--- config.mk ---
export PLATFORM = sky130hd
export DESIGN_NAME = pi_bus_master
export DESIGN_NICKNAME = d
export VERILOG_FILES = /design/src/rtl/pi_bus_pkg.sv /design/src/rtl/sync_bit.sv /design/src/rtl/pi_bus_master.sv
export SDC_FILE = /design/constraint.sdc
export NUM_CORES = 1
export LEC_CHECK = 0
export CAP_MARGIN = 20
export CELL_PAD_IN_SITES_DETAIL_PLACEMENT = 0
export CELL_PAD_IN_SITES_GLOBAL_PLACEMENT = 1
export CORE_UTILIZATION = 32
export DETAILED_ROUTE_END_ITERATION = 10
export PLACE_DENSITY_LB_ADDON = 0.1
export SYNTH_ARGS = -nofsm -noshare
export SYNTH_HDL_FRONTEND = slang
export SYNTH_SLANG_ARGS = --single-unit
--- constraint.sdc ---
create_clock -name clk -period 2.6 [get_ports clk]
set_input_delay 0.52 -clock clk [delete_from_list [all_inputs] [get_ports clk]]
set_output_delay 0.52 -clock clk [all_outputs]
set_load 0.01 [all_outputs]
--- src/rtl/pi_bus_pkg.sv ---
// Shared definitions for the Raspberry Pi bus path (bridge, timing generator, bus master).
// Latency: n/a (types and constants only).
// Backpressure: n/a.
//
// Contents:
//   PI_ADDR_WIDTH  - width of the Pi memory address
//   PI_DATA_WIDTH  - width of a Pi data byte
//   pi_bus_state_t - bus master FSM states
package pi_bus_pkg;

    localparam int PI_ADDR_WIDTH = 17;
    localparam int PI_DATA_WIDTH = 8;

    typedef enum logic [1:0] {
        IDLE      = 2'd0,
        WAIT_SLOT = 2'd1,
        ACCESS    = 2'd2,
        COMPLETE  = 2'd3
    } pi_bus_state_t;

endpackage : pi_bus_pkg

--- src/rtl/sync_bit.sv ---
// Single-bit multi-flop synchronizer for a level or toggle crossing into clk.
// Latency: STAGES clk edges from d_i change to q_o change.
// Backpressure: none; the input is sampled every cycle.
//
// Ports:
//   clk     - destination clock
//   reset_n - synchronous active-low reset, clears every stage to 0
//   d_i     - asynchronous input bit
//   q_o     - synchronized output (last stage)
module sync_bit #(
    parameter int STAGES = 2
) (
    input  logic clk,
    input  logic reset_n,
    input  logic d_i,
    output logic q_o
);

    logic [STAGES-1:0] sync_q;

    always_ff @(posedge clk) begin
        if (!reset_n) begin
            sync_q <= '0;
        end else begin
            sync_q <= {sync_q[STAGES-2:0], d_i};
        end
    end

    assign q_o = sync_q[STAGES-1];

endmodule : sync_bit

--- src/rtl/pi_bus_master.sv ---
// Carries one Pi read/write request from the SPI bridge onto the memory bus in a free slot.
// Latency: accept at first slot once visible; bus_en for ACCESS_CYCLES; pi_done toggles ACCESS_CYCLES+1 edges after accept.
// Backpressure: requests wait in WAIT_SLOT until pi_slot; one request in flight, bridge holds off until pi_done follows.
//
// Ports:
//   clk, reset_n                 - system clock, synchronous active-low reset
//   pi_addr, pi_data_out, pi_rw_b - request fields from the bridge (stable while outstanding)
//   pi_pending / pi_done          - request toggle in (async) / completion toggle out
//   pi_data_in                    - read data back to the bridge
//   pi_slot                       - free-slot strobe from the timing generator
//   bus_addr, bus_data_out, bus_data_in, bus_we, bus_en - memory bus
//   busy                          - request accepted and not yet completed
module pi_bus_master
    import pi_bus_pkg::*;
#(
    parameter int SYNC_STAGES   = 2,
    parameter int ACCESS_CYCLES = 2
) (
    input  logic                     clk,
    input  logic                     reset_n,
    input  logic [PI_ADDR_WIDTH-1:0] pi_addr,
    input  logic [PI_DATA_WIDTH-1:0] pi_data_out,
    input  logic                     pi_rw_b,
    input  logic                     pi_pending,
    output logic                     pi_done,
    output logic [PI_DATA_WIDTH-1:0] pi_data_in,
    input  logic                     pi_slot,
    output logic [PI_ADDR_WIDTH-1:0] bus_addr,
    output logic [PI_DATA_WIDTH-1:0] bus_data_out,
    input  logic [PI_DATA_WIDTH-1:0] bus_data_in,
    output logic                     bus_we,
    output logic                     bus_en,
    output logic                     busy
);

    localparam int CNT_W = $clog2(ACCESS_CYCLES + 1);
    localparam logic [CNT_W-1:0] CNT_LAST = CNT_W'(ACCESS_CYCLES);
    localparam logic [CNT_W-1:0] CNT_ONE  = CNT_W'(1);

    // ------------------------------------------------------------------
    // Request toggle crossing
    // ------------------------------------------------------------------
    logic pending_sync;

    sync_bit #(
        .STAGES (SYNC_STAGES)
    ) u_pending_sync (
        .clk     (clk),
        .reset_n (reset_n),
        .d_i     (pi_pending),
        .q_o     (pending_sync)
    );

    // ------------------------------------------------------------------
    // State and registered outputs
    // ------------------------------------------------------------------
    pi_bus_state_t            state_q,   state_d;
    logic [CNT_W-1:0]         cnt_q,     cnt_d;
    logic                     done_q,    done_d;
    logic [PI_DATA_WIDTH-1:0] rdata_q,   rdata_d;
    logic [PI_ADDR_WIDTH-1:0] addr_q,    addr_d;
    logic [PI_DATA_WIDTH-1:0] wdata_q,   wdata_d;
    logic                     we_q,      we_d;
    logic                     en_q,      en_d;
    logic                     busy_q,    busy_d;

    // A request is outstanding while the synchronized toggle disagrees with
    // the completion toggle we last returned.
    logic req_outstanding;
    assign req_outstanding = (pending_sync != done_q);

    always_comb begin
        state_d = state_q;
        cnt_d   = cnt_q;
        done_d  = done_q;
        rdata_d = rdata_q;
        addr_d  = addr_q;
        wdata_d = wdata_q;
        we_d    = we_q;
        en_d    = en_q;
        busy_d  = busy_q;

        case (state_q)
            IDLE, WAIT_SLOT: begin
                if (req_outstanding) begin
                    if (pi_slot) begin
                        // Accept edge: request fields are sampled only here.
                        state_d = ACCESS;
                        addr_d  = pi_addr;
                        wdata_d = pi_data_out;
                        we_d    = ~pi_rw_b;
                        en_d    = 1'b1;
                        busy_d  = 1'b1;
                        cnt_d   = CNT_ONE;
                    end else begin
                        state_d = WAIT_SLOT;
                    end
                end else begin
                    state_d = IDLE;
                end
            end

            ACCESS: begin
                if (cnt_q == CNT_LAST) begin
                    // Edge ending the last bus cycle: drop the bus and, for a
                    // read, capture the memory data so it is valid before
                    // pi_done toggles.
                    state_d = COMPLETE;
                    en_d    = 1'b0;
                    we_d    = 1'b0;
                    if (!we_q) begin
                        rdata_d = bus_data_in;
                    end
                end else begin
                    cnt_d = cnt_q + CNT_ONE;
                end
            end

            COMPLETE: begin
                state_d = IDLE;
                done_d  = ~done_q;
                busy_d  = 1'b0;
            end

            default: begin
                state_d = IDLE;
            end
        endcase
    end

    always_ff @(posedge clk) begin
        if (!reset_n) begin
            state_q <= IDLE;
            cnt_q   <= '0;
            done_q  <= 1'b0;
            rdata_q <= '0;
            addr_q  <= '0;
            wdata_q <= '0;
            we_q    <= 1'b0;
            en_q    <= 1'b0;
            busy_q  <= 1'b0;
        end else begin
            state_q <= state_d;
            cnt_q   <= cnt_d;
            done_q  <= done_d;
            rdata_q <= rdata_d;
            addr_q  <= addr_d;
            wdata_q <= wdata_d;
            we_q    <= we_d;
            en_q    <= en_d;
            busy_q  <= busy_d;
        end
    end

    assign pi_done      = done_q;
    assign pi_data_in   = rdata_q;
    assign bus_addr     = addr_q;
    assign bus_data_out = wdata_q;
    assign bus_we       = we_q;
    assign bus_en       = en_q;
    assign busy         = busy_q;

endmodule : pi_bus_master

==> results_dict.tcl, run 1 <==
set metrics [dict create \
    yosys.cell_types.count 24 \
    postSynthNetCount 226 \
    post-route-period-util_pct 66.8 \
    timing.critical_path.required_ps 2080 \
    synth_top_family_by_area "simple AND/OR/NAND/NOR gates" \
    routed_via_density 4.33 \
    grt_first_pass_wirelength_um 5790 \
    dpl_cell_area_um2 2510 \
    floorplan.core_area_um2 5140 \
    syn_to_final_growth_pct 51.1 \
    antenna_cells 0 \
    start_point_of_the_critical_path "pi_done$_SDFFE_PN0N_" \
    critical_path.startpoint_type "register" \
    tns_ps 0 \
    crit_path_top_delay_cell "sky130_fd_sc_hd__clkdlybuf4s50_1" \
    critPathKind "register to output pin" \
    finalWorstPathRequiredPeriod_ps 1740 \
    die_x_um 75.2 \
    worst-slew-pin-transition_ps 529 \
    final_antenna_net_count 0 \
    synth_mux_area_share_pct 15.2 \
    synth-compound-area-share_pct 5.47 \
    run_status "finished, final reports clean" \
    track_usage_pct 13.4 \
    clkLatencyLatePin_ps 290 \
    port_buffers 74 \
    hold_path_startpoint "u_pending_sync.sync_q[0]$_SDFF_PN0_" \
    synthesized_flop_and_latch_total 43 \
    layout.nets 296 \
    arithmetic_cell_share_of_the_synthesized_area_counting_full_adders_half_adders_and_majority_gates_pct 0.729 \
    effective_utilization_at_floorplan_pct 33.4 \
    grt_start_max_net_pins 35 \
    routed_wire_length_per_instance_um 11.0 \
    synth_area_um2 1720 \
    clock-root-buffer "sky130_fd_sc_hd__clkbuf_8" \
    multi_input_area_um2 774 \
    fillers 540 \
    cts_hold_buf 0 \
    place_hpwl_um 2380 \
    crit_end_category "output pin" \
    worstPathMaxFanout 3 \
    cts_made_buffers 5 \
    std_cell_rows 26 \
    layout.area.seq_um2 861 \
    cellLeakagePower_nw 0.915 \
    finClkSkew_ps 4.68 \
    routed_wirelength_um 3600 \
    rr_startpoint "pi_done$_SDFFE_PN0N_" \
    buffers_and_inverters_on_the_worst_path 1 \
    first_pass_iters 4 \
    drc 0 \
    xor_xnor_portion_of_the_synthesized_cell_area_pct 1.02 \
    synthCells 187 \
    hold_class "register to register" \
    fp.dieArea_um2 5660 \
    antenna_found_initial 0 \
    setup_failing_eps_final 0 \
    drt_first_iter_violations 53 \
    rsz0062_at_grt "false" \
    cts_buffer_depth 2 \
    ir_worst_vdd_mv 0.185 \
    critical-path-top-delay-family "buffers and inverters" \
    p_per_area_nw_per_um2 472 \
    relSlewSlack_pct 64.7 \
    timing.critical_path.arrival_ps 1220 \
    vertical_extent_of_the_die_um 75.2 \
    cts_setup_buffers 0 \
    gp_congestion 0.661 \
    boundaryPins 75 \
    synth_simple_gate_area_share_pct 22.4 \
    gr_overflow_total 0 \
    worst_path_largest_cell_delay_ps 550 \
    synth.yosys.warnings 0 \
    via_count 1420 \
    timing_max_transition_violations_final 0 \
    final_layout_size_suffix_gt1_share_pct 5.04 \
    fmaxAchievable_mhz 575 \
    numClockSinks 43 \
    cts_repair_resize_count 0 \
    syn_area_per_cell_um2 9.17 \
    portion_of_the_post_synthesis_area_used_by_sequential_elements_pct 50.2 \
    cell_area_after_layout_um2 2590 \
    crit_path_cell_trace "clkdlybuf4s50_1" \
    tritoncts_clock_tree "done" \
    cts.reportedPaths.clkPinSlew_ps 70 \
    report.final.hold_viol_count 0 \
    first_global_vias 1320 \
    htree_levels 2 \
    max_cap_viol_count 0 \
]
[per-stage QoR]
step                setup WS (ps)  hold WS [ps]  power [mW]  utilization (%)  instances
floorplan                    1210           412       0.753                -        187
global route                  775           480        1.28             50.4        328
global placement              823           416       0.840             48.8        320
finish                        862           438        1.22             50.4        328
CTS                           847           441        1.25             50.4        328
detailed placement            820           423       0.839             48.8        320
[sequential cells by signal (all words and copies together), names as in the netlist]
name	cells
pi_done	1
bus_we	1
bus_addr	17
cnt_q	2
bus_data_out	8
busy	1
bus_en	1
pi_data_in	8
state_q	2
u_pending_sync.sync_q	2
[routing by layer]
| metal | vias up | GRT usage [%] | share of wire [%] |
|---|---|---|---|
| li1 | 750 | - | - |
| met1 | 621 | 16.5 | 48 |
| met2 | 44 | 21.5 | 44 |
| met3 | 5 | 4.95 | 7.4 |
| met4 | 0 | 4.94 | 1.3 |
| met5 | - | 0 | 0 |
[cells in the mapped netlist]
library cell               number  area [um2]
sky130_fd_sc_hd__xnor2_1        2        17.5
sky130_fd_sc_hd__nor2b_1        3        18.8
sky130_fd_sc_hd__and4bb_2       1        12.5
sky130_fd_sc_hd__o211ai_1       1        7.51
sky130_fd_sc_hd__ha_1           1        12.5
sky130_fd_sc_hd__buf_6          3        33.8
sky130_fd_sc_hd__nand3b_1       2        15.0
sky130_fd_sc_hd__o31ai_1        1        7.51
sky130_fd_sc_hd__o311a_2        1        11.3
sky130_fd_sc_hd__clkbuf_1       7        26.3
sky130_fd_sc_hd__inv_1          1        3.75
sky130_fd_sc_hd__nor2_1         1        3.75
sky130_fd_sc_hd__nand2b_1       1        6.26
sky130_fd_sc_hd__mux2i_1       26         260
sky130_fd_sc_hd__o21ai_0        9        45.0
sky130_fd_sc_hd__nor3b_2        1        12.5
sky130_fd_sc_hd__nand3_1       10        50.1
sky130_fd_sc_hd__nand4_1        1        6.26
sky130_fd_sc_hd__dfxtp_1       43         861
sky130_fd_sc_hd__buf_2          3        15.0
sky130_fd_sc_hd__buf_4          1        7.51
sky130_fd_sc_hd__o21a_1         3        22.5
sky130_fd_sc_hd__nand2_1       59         221
sky130_fd_sc_hd__and2_1         6        37.5
[power breakdown]
part	total, mW	switching, mW	internal, mW
Sequential	0.680	0.00800	0.672
Clock	0.399	0.211	0.189
Combinational	0.143	0.0529	0.0901
[final timing paths]
check / to / slack, ps / cells after the start
worst max-delay path: pi_done / 860 / 1
worst min-delay path: u_pending_sync.sync_q[1]$_SDFF_PN0_ / 440 / 1
worst max register to register: cnt_q[0]$_SDFFE_PN0P_ / 1180 / 4
worst min register to register: u_pending_sync.sync_q[1]$_SDFF_PN0_ / 440 / 1
[final cells by class]
| cell class | count | area share, % |
|---|---|---|
| clock buffers | 7 | 2.95 |
| clock inverters | 1 | 0.193 |
| inverters | 1 | 0.145 |
| multi-input cells | 129 | 29.9 |
| flip-flops and latches | 43 | 33.2 |
| well taps | 70 | 3.38 |
| repair buffers | 77 | 30.2 |
[logic make-up (layout without fill, tap and decap cells)]
kind of cell | count (synthesis) | after routing
adders and majority gates | 1 | 1
buffers and inverters | 15 | 86
AOI/OAI and AO/OA | 15 | 15
DFF | 43 | 43
xor gates and xnor gates | 2 | 2
muxes | 26 | 26
and+or+nand+nor | 85 | 85
[placed cells by master, fill, tap and decap left out, types with 2 or more instances in the layout]
cell	count
sky130_fd_sc_hd__nand3_1	10
sky130_fd_sc_hd__nand3b_1	2
sky130_fd_sc_hd__clkbuf_1	2
sky130_fd_sc_hd__o21ai_0	9
sky130_fd_sc_hd__clkbuf_8	5
sky130_fd_sc_hd__buf_12	2
sky130_fd_sc_hd__o21a_1	3
sky130_fd_sc_hd__clkdlybuf4s50_1	73
sky130_fd_sc_hd__and2_1	6
sky130_fd_sc_hd__nand2_1	59
sky130_fd_sc_hd__nor2b_1	3
sky130_fd_sc_hd__dfxtp_1	43
sky130_fd_sc_hd__xnor2_1	2
sky130_fd_sc_hd__mux2i_1	26
(Power assumes the default switching activity.)
==> run 2, diff against run 1 <==
Settings changed: CORE_UTILIZATION 32 to 30.
Clock period 2.6 ns to 1.8 ns, I/O delays scaled along.
==> results_dict.tcl, run 2 (synthesized netlist as in run 1, its figures left out) <==
set metrics [dict create \
    gp_congestion 0.651 \
    gr_overflow_total 0 \
    layout.area.seq_um2 861 \
    port_buffers 74 \
    cell_area_after_layout_um2 2610 \
    critical_path.startpoint_type "register" \
    timing.critical_path.required_ps 1440 \
    tns_ps 0 \
    critical-path-top-delay-family "buffers and inverters" \
    grt_start_max_net_pins 80 \
    worst-slew-pin-transition_ps 370 \
    post-route-period-util_pct 87.5 \
    mostFrequentLayoutCell "sky130_fd_sc_hd__clkdlybuf4s50_1" \
    cts_setup_buffers 0 \
    finClkSkew_ps 7.07 \
    syn_to_final_growth_pct 52.3 \
    cts_buffer_depth 2 \
    fmaxAchievable_mhz 635 \
    place_hpwl_um 2460 \
    timing.critical_path.arrival_ps 1210 \
    dpl_cell_area_um2 2520 \
    numClockSinks 43 \
    tritoncts_clock_tree "done" \
    drc 0 \
    largest_register_ffs 17 \
    effective_utilization_at_floorplan_pct 31.2 \
    first_pass_iters 4 \
    hold_class "register to register" \
    grt_first_pass_wirelength_um 5910 \
    max_cap_viol_count 0 \
    fillers 551 \
    antenna_found_initial 0 \
    final_antenna_net_count 0 \
    clkLatencyLatePin_ps 290 \
    crit_path_cell_trace "clkdlybuf4s50_1" \
    cts_hold_buf 0 \
    die_x_um 77.6 \
    via_count 1441 \
    critPathKind "register to output pin" \
    p_per_area_nw_per_um2 690 \
    ir_worst_vdd_mv 0.340 \
    timing_max_transition_violations_final 0 \
    leading_cell_types_in_the_layout_fill_and_taps_excluded "sky130_fd_sc_hd__clkdlybuf4s50_1, sky130_fd_sc_hd__nand2_1, sky130_fd_sc_hd__dfxtp_1" \
    run_status "finished, final reports clean" \
    routed_wire_length_per_instance_um 11.2 \
    fp.dieArea_um2 6020 \
    crit_path_top_delay_cell "sky130_fd_sc_hd__clkdlybuf4s50_1" \
    htree_levels 2 \
    rsz0062_at_grt "false" \
    cts.reportedPaths.clkPinSlew_ps 70 \
    antenna_cells 0 \
    track_usage_pct 12.5 \
    worst_path_largest_cell_delay_ps 550 \
    floorplan.core_area_um2 5510 \
    cts_made_buffers 5 \
    routed_via_density 4.38 \
    first_global_vias 1283 \
    relSlewSlack_pct 75.3 \
    clock-root-buffer "sky130_fd_sc_hd__clkbuf_8" \
    routed_wirelength_um 3700 \
    std_cell_rows 27 \
    worstPathMaxFanout 3 \
    drt_first_iter_violations 64 \
    boundaryPins 75 \
    setup_failing_eps_final 0 \
    report.final.hold_viol_count 0 \
    finalWorstPathRequiredPeriod_ps 1570 \
    crit_end_category "output pin" \
    vertical_extent_of_the_die_um 77.6 \
    multi_input_area_um2 774 \
    cellLeakagePower_nw 0.924 \
    final_layout_size_suffix_gt1_share_pct 5.45 \
    layout.nets 296 \
    buffers_and_inverters_on_the_worst_path 1 \
    cts_repair_resize_count 0 \
]
## run 2: worst paths after layout
path	start	endpoint	slack (ps)	cells past startpoint
setup / recovery	pi_done$_SDFFE_PN0N_	pi_done	230	1
hold / removal	u_pending_sync.sync_q[0]$_SDFF_PN0_	u_pending_sync.sync_q[1]$_SDFF_PN0_	440	1
setup reg to reg	pi_done$_SDFFE_PN0N_	cnt_q[0]$_SDFFE_PN0P_	410	4
hold reg to reg	u_pending_sync.sync_q[0]$_SDFF_PN0_	u_pending_sync.sync_q[1]$_SDFF_PN0_	440	1
## run 2: final cells by class
class / instances / share of cell area, %
timing repair buffer: 77 / 30.5
tap: 72 / 3.45
clock inverter: 1 / 0.192
inverter: 1 / 0.144
clock buffer: 6 / 3.16
multi-input combinational: 129 / 29.6
sequential: 43 / 33.0
## run 2: report_power, final
group | internal [mW] | total [mW] | switching [mW]
Clock | 0.301 | 0.613 | 0.311
Combinational | 0.131 | 0.207 | 0.0762
Sequential | 0.971 | 0.983 | 0.0122
Total | 1.40 | 1.80 | 0.400
## run 2: per-stage QoR
step / total power [mW] / setup WS (ps) / util [%] / hold slack [ps] / cells
floorplan: 1.09 / 407 / - / 412 / 187
global placement: 1.22 / 165 / 45.9 / 424 / 322
detailed placement: 1.21 / 145 / 45.9 / 424 / 322
CTS: 1.84 / 204 / 47.4 / 444 / 329
global route: 1.89 / 173 / 47.4 / 478 / 329
finish: 1.80 / 225 / 47.4 / 436 / 329
## run 2: per-layer routing
layer	up-vias	track usage, %	wire, um	share of wire [%]
met5	-	0	0	0
met4	0	6.23	70	1.9
met3	8	4.00	259	7.0
met2	41	18.5	1560	42
met1	636	16.1	1810	49
li1	756	-	-	-
==> run 3, diff against run 2 <==
Settings changed: CORE_ASPECT_RATIO set to 0.8.
==> results_dict.tcl, run 3 (synthesized netlist as in run 1, its figures left out) <==
set metrics [dict create \
    die_x_um 86.5 \
    final_antenna_net_count 0 \
    fin_util_pct 48.0 \
    finalWorstPathRequiredPeriod_ps 1580 \
    port_buffers 74 \
    clock-root-buffer "sky130_fd_sc_hd__clkbuf_8" \
    gr_overflow_total 0 \
    numClockSinks 43 \
    tns_ps 0 \
    fillers 563 \
    routed_wire_length_per_instance_um 10.9 \
    worst-slew-pin-transition_ps 377 \
    crit_path_cell_trace "clkdlybuf4s50_1" \
    grt_first_pass_wirelength_um 6310 \
    floorplan.core_area_um2 5470 \
    track_usage_pct 13.3 \
    finClkSkew_ps 7.76 \
    routed_wirelength_um 3690 \
    std_cell_rows 24 \
    cellLeakagePower_nw 0.924 \
    critPathKind "register to output pin" \
    clkLatencyLatePin_ps 290 \
    mostFrequentLayoutCell "sky130_fd_sc_hd__clkdlybuf4s50_1" \
    post-route-period-util_pct 87.6 \
    critical_path.startpoint_type "register" \
    gp_congestion 0.641 \
    grt_start_max_net_pins 36 \
    multi_input_area_um2 774 \
    crit_path_top_delay_cell "sky130_fd_sc_hd__clkdlybuf4s50_1" \
    timing.critical_path.arrival_ps 1220 \
    post_layout_power_mw 1.79 \
    cts_buffer_depth 2 \
    cts_hold_buf 0 \
    effective_utilization_at_floorplan_pct 31.4 \
    crit_end_category "output pin" \
    dpl_cell_area_um2 2540 \
    relSlewSlack_pct 74.7 \
    buffers_and_inverters_on_the_worst_path 1 \
    drt_first_iter_violations 64 \
    syn_to_final_growth_pct 53.0 \
    antenna_found_initial 0 \
    htree_levels 2 \
    cts_repair_resize_count 0 \
    cts_setup_buffers 0 \
    report.final.hold_viol_count 0 \
    run_status "finished, final reports clean" \
    boundaryPins 75 \
    ir_worst_vdd_mv 0.339 \
    globalRouteMet2Util_pct 20.7 \
    tritoncts_clock_tree "done" \
    grt.met1_usage_pct 16.8 \
    first_global_vias 1405 \
    first_pass_iters 4 \
    via_count 1423 \
    final_layout_size_suffix_gt1_share_pct 5.79 \
    worstPathMaxFanout 3 \
    cts_made_buffers 5 \
    place_hpwl_um 2580 \
    vertical_extent_of_the_die_um 69.6 \
    cts.reportedPaths.clkPinSlew_ps 80 \
    critical-path-top-delay-family "buffers and inverters" \
    layout.nets 297 \
    hold_class "register to register" \
    fmaxAchievable_mhz 634 \
    routed_via_density 4.22 \
    timing_max_transition_violations_final 0 \
    setup_failing_eps_final 0 \
    cell_area_after_layout_um2 2630 \
    rsz0062_at_grt "false" \
    fp.dieArea_um2 6030 \
    hold-worst-slack_ps 442 \
    antenna_cells 0 \
    drc 0 \
    max_cap_viol_count 0 \
    leading_cell_types_in_the_layout_fill_and_taps_excluded "sky130_fd_sc_hd__clkdlybuf4s50_1, sky130_fd_sc_hd__nand2_1, sky130_fd_sc_hd__dfxtp_1" \
    globalRouteMet3Util_pct 5.24 \
    largest_register_ffs 17 \
    layout.area.seq_um2 861 \
    global_routing_s_busiest_layer "met2" \
    timing.critical_path.required_ps 1440 \
    worst_path_largest_cell_delay_ps 550 \
    p_per_area_nw_per_um2 682 \
]
==> run 3: cell types whose count changed in the layout (fill, tap and decap cells not counted), sizes merged <==
cell	delta
buf	+1
clkinvlp	+1
==> run 3: worst paths after layout <==
path | start | end | slack, ps | cells after the start
worst max-delay path | pi_done$_SDFFE_PN0N_ | pi_done | 220 | 1
worst min-delay path | u_pending_sync.sync_q[0]$_SDFF_PN0_ | u_pending_sync.sync_q[1]$_SDFF_PN0_ | 440 | 1
worst max register to register | pi_done$_SDFFE_PN0N_ | bus_addr[10]$_SDFFE_PN0P_ | 430 | 4
worst min register to register | u_pending_sync.sync_q[0]$_SDFF_PN0_ | u_pending_sync.sync_q[1]$_SDFF_PN0_ | 440 | 1
==> run 3: metrics by stage <==
| stage | worst slack (ps) | std cells |
|---|---|---|
| global route | 174 | 337 |
| CTS | 200 | 337 |
| finish | 223 | 337 |
| detailed placement | 104 | 329 |
| floorplan | 407 | 187 |
| global placement | 116 | 329 |
==> run 3: routing by layer <==
metal | vias up | share of wire (%)
met2 | 41 | 42
met4 | 0 | 0.98
met5 | - | 0
met3 | 5 | 7.4
met1 | 625 | 50
li1 | 752 | -
==> run 3: layout make-up <==
type	instances	area share, %
clock inverter	2	0.477
tap	78	3.72
inverter	1	0.143
sequential	43	32.8
multi-input combinational	129	29.5
clock buffer	6	2.76
timing repair buffer	78	30.6
==> run 3: where the power goes <==
part | switching (mW) | total, mW | internal (mW)
clock network | 0.327 | 0.598 | 0.271
registers | 0.0114 | 0.982 | 0.971
logic | 0.0771 | 0.211 | 0.134
total | 0.415 | 1.79 | 1.38
==> RTL edit 1 (flow settings as in run 3) <==
Add an input register stage for `pi_addr`, `pi_data_out`, `pi_rw_b`, `pi_pending`, `pi_slot` and `bus_data_in`, with the module's reset; this delays them by one clock.
--- a/src/rtl/pi_bus_master.sv
+++ b/src/rtl/pi_bus_master.sv
@@ -37,6 +37,31 @@
     localparam logic [CNT_W-1:0] CNT_LAST = CNT_W'(ACCESS_CYCLES);
     localparam logic [CNT_W-1:0] CNT_ONE  = CNT_W'(1);
 
+    logic [PI_ADDR_WIDTH-1:0] pi_addr_q;
+    logic [PI_DATA_WIDTH-1:0] pi_data_out_q;
+    logic pi_rw_b_q;
+    logic pi_pending_q;
+    logic pi_slot_q;
+    logic [PI_DATA_WIDTH-1:0] bus_data_q;
+
+    always_ff @(posedge clk) begin
+        if (!reset_n) begin
+            pi_addr_q     <= '0;
+            pi_data_out_q <= '0;
+            pi_rw_b_q     <= '0;
+            pi_pending_q  <= '0;
+            pi_slot_q     <= '0;
+            bus_data_q    <= '0;
+        end else begin
+            pi_addr_q     <= pi_addr;
+            pi_data_out_q <= pi_data_out;
+            pi_rw_b_q     <= pi_rw_b;
+            pi_pending_q  <= pi_pending;
+            pi_slot_q     <= pi_slot;
+            bus_data_q    <= bus_data_in;
+        end
+    end
+
     // ------------------------------------------------------------------
     // Request toggle crossing
     // ------------------------------------------------------------------
@@ -47,7 +72,7 @@
     ) u_pending_sync (
         .clk     (clk),
         .reset_n (reset_n),
-        .d_i     (pi_pending),
+        .d_i     (pi_pending_q),
         .q_o     (pending_sync)
     );
 
@@ -83,12 +108,12 @@
         case (state_q)
             IDLE, WAIT_SLOT: begin
                 if (req_outstanding) begin
-                    if (pi_slot) begin
+                    if (pi_slot_q) begin
                         // Accept edge: request fields are sampled only here.
                         state_d = ACCESS;
-                        addr_d  = pi_addr;
-                        wdata_d = pi_data_out;
-                        we_d    = ~pi_rw_b;
+                        addr_d  = pi_addr_q;
+                        wdata_d = pi_data_out_q;
+                        we_d    = ~pi_rw_b_q;
                         en_d    = 1'b1;
                         busy_d  = 1'b1;
                         cnt_d   = CNT_ONE;
@@ -109,7 +134,7 @@
                     en_d    = 1'b0;
                     we_d    = 1'b0;
                     if (!we_q) begin
-                        rdata_d = bus_data_in;
+                        rdata_d = bus_data_q;
                     end
                 end else begin
                     cnt_d = cnt_q + CNT_ONE;
Check against the original RTL: not equivalent (Yosys sat finds a counterexample within 4 cycles, from zero or initial values and one cycle with reset_n low).
==> RTL edit 1 against run 3 <==
- area after synthesis is 56% higher
- sequential cell count increased by 36
- largest power group unchanged
- sequential power up 84%
- wire length up 30%
- global-route usage decreased by 2.1 points
- core utilization shrank 4.1 points
- setup slack lost 0.063 ns
- synthesized cell count up 34%
- cell area grew 43%
- maximum frequency decreased by 3.8%
- clock power grew to 2.6 times the old value
- highest routed layer unchanged
- critical path depth unchanged
- total power grew 99%
==> RTL edit 1: results <==
clock_tree:
  insertion_delay_ns: 0.34
  path_clk_slew_ns: 0.08
  clockRootBuffer: "clkbuf_8"
  cts_resized: 0
  htreeDepth: 3
global_routing:
  track_usage_pct: 11.3
  grt_max_degree: 60
  grt_pass1_vias: 1685
  grt_pass1_wl_um: 7850
pwr:
  ir_drop_uv: 474
  cellLeakagePower_nw: 1.34
  p_sw_mw: 0.724
logic_synthesis:
  yosysWarnings: 0
  yosysUniqueCellTypes: 23
  synth_seq_cells: 79
  synthXorXnorAreaFrac_pct: 0.654
  synth_compound_area_share_pct: 2.01
  async_flop_share_pct: 0
  synth_commonest_cells: "dfxtp_1 (79), nand2_1 (52), and2_1 (42)"
  syn_nets: 289
  synth_fa_ha_area_share_pct: 0.467
  ys_seq_area_share_pct: 59.1
  synthMuxAreaShare_pct: 12.7
  synth.top_cells.by_area: "dfxtp_1 (59%), mux2i_1 (13%), and2_1 (9.8%)"
timing:
  clock_skew_ns: 0.00791
  worst_pin_slew_ns: 0.386
routing:
  via_per_inst: 4.01
  first_pass_iters: 3
  avgRoutedWirePerCell_um: 10.9
  drt_iter0_drc: 51
cells_and_area:
  nonClkBufAreaFrac_pct: 21.0
  nNetsFinal: 362
  buffers: 78
  n_fill_cell: 845
  multi_input_area_share_pct: 26.7
  clk_share_pct: 6.48
  layout-drive-gt1-share_pct: 7.01
  clkbuf_count: 9
  seq_area_um2: 1580
  comb.multi_input.count: 154
worst_setup_path:
  cp_slowest_stage_delay_ns: 0.56
  crit_fanout: 3
  crit_family: "buffers and inverters"
  critPathArrivalTime_ns: 1.28
  slowest_stage: "clkdlybuf4s50_1"
place:
  place_congestion: 0.643
  dp_slack_ns: 0.397
  dp_hpwl_um: 3050
status:
  run_status: "finished clean"
worst_hold_path:
  hp-class: "input port to flip-flop"
RTL edit 1: worst paths after layout:
| path | startpoint | cells after the start | end | slack, ns |
|---|---|---|---|---|
| max | pi_done | 1 | pi_done | 0.16 |
| min | reset_n | 3 | bus_we | 0.37 |
| max reg2reg | cnt_q[0] | 5 | pi_data_in[6] | 0.40 |
| min reg2reg | pi_pending_q | 1 | u_pending_sync.sync_q[0] | 0.44 |
RTL edit 1: power by group through the flow:
stage,sequential (mW),combinational [mW],clock [mW]
after floorplan,1.85,0.0794,0
after CTS,1.81,0.183,1.63
final,1.81,0.179,1.57
after detailed placement,1.85,0.182,0
after global placement,1.85,0.181,0
after global routing,1.81,0.198,1.72
RTL edit 1: through the flow:
step	power [mW]	cell area [µm²]	instances	util (%)	hold slack, ns
floorplan	1.93	2680	250	-	0.412
global placement	2.03	3520	424	41.1	0.413
detailed placement	2.03	3520	424	41.1	0.423
CTS	3.62	3760	440	44.0	0.368
global route	3.73	3760	440	44.0	0.365
finish	3.56	3760	440	44.0	0.375
RTL edit 1: worst register-to-register path: cells and delay by family, from the launching register on:
| family | cells | cell delay (ns) |
|---|---|---|
| and+or+nand+nor | 2 | 0.50 |
| adders and majority gates | 1 | 0.18 |
| muxes | 1 | 0.24 |
| DFF | 1 | 0.33 |
| buffers and inverters | 1 | 0.06 |
RTL edit 1: layer usage:
metal,routed length (µm),vias to the layer above,share of wire (%),GRT usage (%)
met3,345,6,7.2,5.19
li1,-,937,-,-
met2,1910,48,40,16.4
met1,2480,772,52,14.3
met4,60,0,1.3,4.86
met5,0,-,0,0
RTL edit 1: cells by family (layout without fill, tap and decap cells):
family / after synthesis / count (layout)
simple gates: 110 / 110
flops: 79 / 79
xor+xnor: 2 / 2
compound gates: 7 / 7
mux: 34 / 34
fa+ha+maj: 1 / 1
buf+inv: 17 / 95
==> RTL edit 2 (flow settings as in run 3) <==
Made on the original files. `ACCESS_CYCLES`: 2 -> 4.
--- a/src/rtl/pi_bus_master.sv
+++ b/src/rtl/pi_bus_master.sv
@@ -14,7 +14,7 @@
     import pi_bus_pkg::*;
 #(
     parameter int SYNC_STAGES   = 2,
-    parameter int ACCESS_CYCLES = 2
+    parameter int ACCESS_CYCLES = 4
 ) (
     input  logic                     clk,
     input  logic                     reset_n,
Check against the original RTL: not equivalent (Yosys sat finds a counterexample within 10 cycles, from zero or initial values and one cycle with reset_n low).
==> RTL edit 2 against run 3 <==
- sequential cell count rose by 1
- non-clock buffer count up 7
- setup slack worse by 0.15 ns
- combinational power up 9%
- cell area grew 1.5%
- total power rose by 0.86%
- wire length up 19%
- core utilization up 0.20 points
- sequential share of layout area up 0.26 points
- area after synthesis grew 2.1%
- critical path depth up 1
- largest power group unchanged
==> RTL edit 2: results <==
status:
  run_status: "finished clean"
pwr:
  cellLeakagePower_nw: 0.916
  ir_drop_uv: 260
timing:
  worst_pin_slew_ns: 0.659
worst_setup_path:
  r2r_slack_ns: 0.26
  rr_startpoint: "u_pending_sync.sync_q[1]"
  critPathArrivalTime_ns: 1.37
global_routing:
  grt_pass1_vias: 1557
  grt_max_degree: 28
  grt_pass1_wl_um: 7130
worst_hold_path:
  hp-start: "bus_en"
logic_synthesis:
  synthXorXnorAreaFrac_pct: 2.36
  synth_fa_ha_area_share_pct: 1.43
  synthMuxAreaShare_pct: 4.57
  syn_nets: 239
  syn_avg_cell_area_um2: 8.80
  synth.top_cells.by_area: "dfxtp_1 (50%), a21oi_1 (8.9%), o21ai_0 (7.4%)"
  yosysUniqueCellTypes: 29
  synth_compound_area_share_pct: 19.0
cells_and_area:
  layout-drive-gt1-share_pct: 7.61
  nNetsFinal: 316
place:
  dp_hpwl_um: 3080
  placed_area_um2: 2590
routing:
  drt_iter0_drc: 53
  via_per_inst: 4.58
==> RTL edit 2: kinds of logic after synthesis <==
family / count (synthesis)
compound gates: 63
simple gates: 60
flops: 44
buf+inv: 19
mux: 8
xor+xnor: 3
fa+ha+maj: 2
==> RTL edit 2: through the flow <==
step	util, %	setup slack, ns
4_1_cts	48.2	0.0526
3_3_place_gp	46.8	0.202
2_1_floorplan	-	0.443
5_1_grt	48.2	0.0196
6_report	48.2	0.0715
3_5_place_dp	46.8	0.210
==> RTL edit 2: power by group <==
part / switching [mW] / total, mW / internal, mW
combinational: 0.0991 / 0.230 / 0.131
clock: 0.307 / 0.571 / 0.264
sequential: 0.0128 / 1.01 / 0.993
==> RTL edit 2: routing by layer <==
layer / part of all wire, % / GRT usage (%) / vias up
met5: 0 / 0 / -
met4: 0.39 / 3.28 / 0
met3: 6.8 / 4.14 / 2
met2: 44 / 22.9 / 49
met1: 49 / 20.0 / 732
li1: - / - / 839
==> RTL edit 2: worst paths after layout <==
path                            endpoint  cells after the start
worst max-delay path             pi_done                      2
worst min register to register    bus_en                      2
worst max register to register  cnt_q[1]                      3
worst min-delay path              bus_en                      2
==> RTL edit 2: worst max-delay path, delay by kind of cell, from the launching register on <==
family                 cells  cell delay, ns
flip-flops                 1            0.37
buffers and inverters      2            0.71
==> RTL edit 2: final cells by class <==
cell class / count / area (µm²) / share of cell area [%]
flip-flops and latches: 44 / 881 / 33.1
repair buffers: 85 / 823 / 30.9
multi-input cells: 136 / 771 / 28.9
well taps: 78 / 97.6 / 3.66
clock buffers: 6 / 72.6 / 2.72
inverters: 4 / 15.0 / 0.563
clock inverters: 1 / 5.00 / 0.188
